### src/rtl/serial_feed_pkg.sv
// serial_feed_pkg: shared state encoding and default operand width for serial_feed_ctrl
package serial_feed_pkg;
  localparam int DEFAULT_WIDTH = 4;
  localparam logic [1:0] IDLE  = 2'b00;
  localparam logic [1:0] SHIFT = 2'b01;
  localparam logic [1:0] DONE  = 2'b10;
endpackage

### src/rtl/down_counter.sv
// down_counter: loadable down counter that stops at zero and flags it
module down_counter #(
  parameter int W = 2
) (
  input  logic         clock,
  input  logic         reset,
  input  logic         load,
  input  logic         en,
  input  logic [W-1:0] load_val,
  output logic         zero
);
  logic [W-1:0] count;
  always_ff @(posedge clock or posedge reset)
    if (reset) count <= '0;
    else count <= load ? load_val : (en && !zero) ? count - W'(1) : count;
  assign zero = count == '0;
endmodule

### src/rtl/serial_feed_ctrl.sv
// serial_feed_ctrl: loads two operands and streams them LSB first over a WIDTH-cycle shift burst
module serial_feed_ctrl
  import serial_feed_pkg::*;
#(
  parameter int WIDTH = DEFAULT_WIDTH
) (
  input  logic             clock,
  input  logic             reset,
  input  logic             start,
  input  logic             hold,
  input  logic [WIDTH-1:0] a_in,
  input  logic [WIDTH-1:0] b_in,
  output logic             shift_cont,
  output logic             s_input_A,
  output logic             s_input,
  output logic             busy,
  output logic             done
);
  localparam int CW = $clog2(WIDTH);
  logic [1:0] state;
  logic [WIDTH-1:0] sr_a, sr_b;
  logic load, cnt_zero;
  assign load = state == IDLE && start;
  assign shift_cont = state == SHIFT && !hold;
  assign busy = state == SHIFT;
  assign done = state == DONE;
  // registers are emptied by the burst itself, so bit 0 already reads 0 back in IDLE
  assign s_input_A = sr_a[0];
  assign s_input = sr_b[0];
  down_counter #(.W(CW)) u_cnt (
    .clock(clock),
    .reset(reset),
    .load(load),
    .en(shift_cont),
    .load_val(CW'(WIDTH - 1)),
    .zero(cnt_zero)
  );
  always_ff @(posedge clock or posedge reset)
    if (reset) begin
      state <= IDLE;
      sr_a <= '0;
      sr_b <= '0;
    end else begin
      state <= load ? SHIFT : (shift_cont && cnt_zero) ? DONE : (state == SHIFT) ? SHIFT : IDLE;
      sr_a <= load ? a_in : shift_cont ? sr_a >> 1 : sr_a;
      sr_b <= load ? b_in : shift_cont ? sr_b >> 1 : sr_b;
    end
endmodule

### config.mk
export PLATFORM = sky130hd
export DESIGN_NAME = serial_feed_ctrl
export DESIGN_NICKNAME = d
export VERILOG_FILES = /design/src/rtl/serial_feed_pkg.sv /design/src/rtl/down_counter.sv /design/src/rtl/serial_feed_ctrl.sv
export SDC_FILE = /design/constraint.sdc
export NUM_CORES = 1
export LEC_CHECK = 0
export CAP_MARGIN = 20
export CORE_AREA = 2 2 39 41
export CTS_BUF_LIST = sky130_fd_sc_hd__clkbuf_4
export CTS_CLUSTER_DIAMETER = 60
export DETAILED_ROUTE_END_ITERATION = 10
export DIE_AREA = 0 0 41 43
export GPL_TIMING_DRIVEN = 0
export PLACE_DENSITY = 0.76
export SYNTH_ARGS = -nofsm -noshare
export SYNTH_HDL_FRONTEND = slang
export SYNTH_SLANG_ARGS = --single-unit
### constraint.sdc
create_clock -name clock -period 1.9 [get_ports clock]
set_input_delay 0.19 -clock clock [delete_from_list [all_inputs] [get_ports clock]]
set_output_delay 0.19 -clock clock [all_outputs]
set_load 0.05 [all_outputs]
* After elaboration in Yosys (flattened, before gate mapping)
Cells that the tools add are included.
Word-level totals: bits in registers 12, input port bits 12, output and inout bits 5
Cells by class: $add $sub $neg 1, equal/unequal tests 2, multiplexer cells 9, reductions and logical operators 10
Operators by type and width (number):
- 4-bit two-way mux | 4
- 2-bit two-way mux | 4
- 1-bit logical AND | 4
- 2-bit logical NOT | 2
- 2-bit nonzero test | 2
- 2-bit by 1-bit == test with 1-bit output (second input constant) | 1
- 2-bit == test (second input constant) | 1
- 1-bit logical NOT | 2
- 2-bit by 1-bit subtractor with 2-bit output (second input constant) | 1
- 1-bit two-way mux | 1

* Longest topological paths before layout
Gate-level depths: netlist of the first run.
word-level depth 5, gate-level depth with buffers 5

* By module
From an unflattened synthesis of the first run, not the netlist that was laid out.
Unflattened totals: cells, all modules 63, area total of the unflattened synthesis 711.9 um2
Modules (own cells, without submodules):
- serial_feed_ctrl | times used 1, cells each 50, area an instance 576.8 um2, seq. area each 250.2 um2
- down_counter | times used 1, cells each 13, area an instance 135.1 um2, seq. area each 50.0 um2

* Worst setup path after synthesis of the first run
Ideal clock, no wire load.
path type register to register, start register state[1], end register sr_b[2], setup time 0.126 ns, arrival 1.164 ns, setup slack 0.610 ns, stages on the path, launching flop included 5, period minus slack after synthesis 1.290 ns, path through dfrtp_1 > nor3b_2 > buf_6 > nor3_2 > a221o_1
Between the ends: longest elaborated chain between the ends 3, elaborated cells between the ends (all ways) 6, those cells by class 1 x eq/ne; 1 x mux; 4 x reduce/logical
RTL lines:
- start, declared | RTL line serial_feed_ctrl.sv:20 | logic [1:0] state;
- start signal, assigned | RTL line serial_feed_ctrl.sv:44 | state <= load ? SHIFT : (shift_cont && cnt_zero) ? DONE : (state == SHIFT) ? SHIFT : IDLE;
- 2-bit by 1-bit == test with 1-bit output | RTL line serial_feed_ctrl.sv:24 | assign shift_cont = state == SHIFT && !hold;
- 1-bit logical AND | RTL line serial_feed_ctrl.sv:24
- net shift_cont | RTL line serial_feed_ctrl.sv:13 | output logic shift_cont,
- 2-bit nonzero test (no source line)
- end signal, assigned | RTL line serial_feed_ctrl.sv:46 | sr_b <= load ? b_in : shift_cont ? sr_b >> 1 : sr_b;
- end, declared | RTL line serial_feed_ctrl.sv:21 | logic [WIDTH-1:0] sr_a, sr_b;
The timed path passes the listed nets, and every way through them passes these cells. A chain may end at the register's enable or synchronous reset.

* Worst setup path after layout of the first run
start register state[1], end output busy
Between the ends: longest elaborated chain between the ends 1
RTL lines:
- 2-bit by 1-bit == test with 1-bit output | RTL line serial_feed_ctrl.sv:25 | assign busy = state == SHIFT;
- end, declared | RTL line serial_feed_ctrl.sv:16 | output logic busy,
Every way passes these cells.

==> results of run 1 <==
## final timing paths
path                                             from                         end  slack (ns)
max                                state[1]$_DFF_PP0_                        busy        0.24
min                                             reset         sr_a[3]$_DFFE_PP0P_        0.22
max reg2reg                        state[1]$_DFF_PP0_         sr_b[2]$_DFFE_PP0P_        0.50
min reg2reg                u_cnt.count[0]$_DFFE_PP0P_  u_cnt.count[0]$_DFFE_PP0P_        0.48
max in group asynchronous                       reset         sr_a[2]$_DFFE_PP0P_        1.37
min in group clock         u_cnt.count[0]$_DFFE_PP0P_  u_cnt.count[0]$_DFFE_PP0P_        0.48
## cell type report
cell class              instances  area share (%)
plain buffers                   2            2.89
inverters                       6            2.89
repair buffers                 16            19.6
clock inverters                 1           0.482
well taps                      16            2.57
flip-flops and latches         12            38.5
multi-input cells              28            30.2
clock buffers                   3            2.89
## worst max-delay path, cell delays in order (launching register included)
cell and delay [ns]:
dfrtp_1 0.45, and2b_2 0.23, dlygate4sd2_1 0.51
## cells by family (layout without fill, tap and decap cells)
| family | Yosys count | count (layout) |
|---|---|---|
| AND/OR/NAND/NOR | 12 | 12 |
| adder cells (fa/ha/maj) | 1 | 1 |
| AO/OA/AOI/OAI | 15 | 15 |
| flip-flops | 12 | 12 |
| buffers and inverters | 8 | 28 |
## where the power goes
part / leakage (nW) / switching, mW / internal (mW) / total, mW
logic: 0.219 / 0.310 / 0.249 / 0.559
clock network: 0.0154 / 0.0809 / 0.0760 / 0.157
registers: 0.149 / 0.0649 / 0.360 / 0.425
total: 0.384 / 0.456 / 0.685 / 1.14
## repair_timing
action,CTS,global route
hold endpoints to repair,0,0
pin swaps,0,0
gates resized for setup,3,2
setup endpoints to repair,3,1
hold buffers,0,0
## stage by stage
step	TNS, ns	worst slack (ns)
2_1_floorplan	0	0.610
3_3_place_gp	-0.159	-0.159
3_5_place_dp	-0.144	-0.144
4_1_cts	0	0.0157
5_1_grt	0	0.180
6_report	0	0.244
## registers in the layout, indices dropped and copies added, names as in the netlist
signal       cells
sr_a             4
state            2
u_cnt.count      2
sr_b             4
## routing by layer
metal  global-route usage, %  wire length, um  share of wire [%]
met4                    10.0               16                1.5
met3                    6.81               83                8.0
met2                    21.3              472                 45
met1                    21.2              467                 45
met5                       0                0                  0
## cell usage after synthesis
master / number
dfrtp_1: 12
inv_1: 6
a21o_1: 4
a22o_2: 4
nor3_1: 3
a21oi_1: 2
a22o_1: 2
and2b_2: 2
buf_6: 2
nor2_1: 2
nor3b_2: 2
a221o_1: 1
a221oi_1: 1
a311oi_1: 1
and2_2: 1
ha_1: 1
nor3_2: 1
nor4b_2: 1
==> metrics.txt, run 1 <==
mapped cell area 581 um^2; top cells by area, synth dfrtp_1 (52%), a22o_2 (6.9%), a21o_1 (5.2%); Peak VDD IR ~0.70 mV; 1st-pass router iterations 4; Port Buffer Count 16; Slew @ Worst Pin 0.487 ns; simple-gate share of the synthesized area between 15 and 20%; WL/cell 12.4 um; Die W 41 um; Synth top area share 51.7%; RSZ-0062 raised after global routing no; worst r2r path cells 4; clock root buffer clkbuf_4; # H-tree levels 1; syn nets 61; Required @ worst endpoint about 1.7 ns; main combinational cell family by area after synthesis compound AO/OA/AOI/OAI gates; Placer Congestion about 0.71; overall power about 1.1 mW; core footprint 0.00138 mm^2; Max clock buf depth 2; Final Max Tran Viols 0; DR vias/cell 5.17; Synth Area in Adders under 10%; yosys warns 0; post-CTS setup buffers 0; fin crit share 87.2%; Final Instance Area 779 um^2; Final min period between 1.5 and 2 ns; skew final 0.00227 ns; DP HPWL 731 um; commonest non-fill, non-tap cell in the layout clkdlybuf4s50_1; first-pass GRT wire length 1.86 mm; Setup crit end kind primary output; Layout fillers approximately 120; grt total ovfl 0; relative max-transition margin just under 70%; crit start category flop; maxcap violations 0; ANT nets after route 0; area leader, netlist dfrtp_1; Synth cell types 18; complex-gate fraction of the synthesized area between 20% and 30%; Fmax achieved 0.604 GHz; Yosys reg bits 12; total CTS buffers 3; non-filler instance count after layout 84; vias in the first global route 425; DIE AREA 0.00176 mm^2; # diodes 0; xor/xnor share of the synthesized area 0%; final number of hold-violating endpoints 0; pin count of the biggest net entering global routing 13; Via Count 434; Nets between 80 and 90; Post-Place Cells 80; mux contribution to synthesized area 0%; final setup vio count 0; Worst EP arrival 1.47 ns; LEAKAGE a little under 0.4 nW; area grow syn2layout 34.3%; most frequent cells in the layout clkdlybuf4s50_1 (13), dfrtp_1 (12), inv_1 (6); initial antenna violation count 0; register area about 300 um^2; Worst Setup Path Type flop to primary output; initial DRC count 6; CTS tree done; Power Density 1460 mW/mm^2; drt drc 0; initial core utilization approximately two fifths; row cnt 14; Die Ht about 43 um; worst-skew pair later-pin latency 0.27 ns; total I/O pin count 17; layout cells sized above 1 25.0%; dpl cell area 761 um^2; gr usage total around 16%; Synth Area per Inst roughly 12 um^2; Reg clk slew, reported paths 0.07 ns; Hold Crit Class primary input to async pin; area occupied by multi-input gates roughly 240 um^2; status finished, final reports clean; total clock sinks 12; Hold Slack around 0.22 ns; Synth Instances 48; DRT Wirelength around 1.0 mm; utilization after layout 56.3%; CP max FO 6; Seq/Total Area, Yosys approximately half
Power figures use the tool's default switching activity.
==> run 2: changes to the inputs <==
Settings changed: GPL_ROUTABILITY_DRIVEN set to 0.
==> results of run 2 <==
The final DEF is identical to that of run 1; final timing and power are the same.
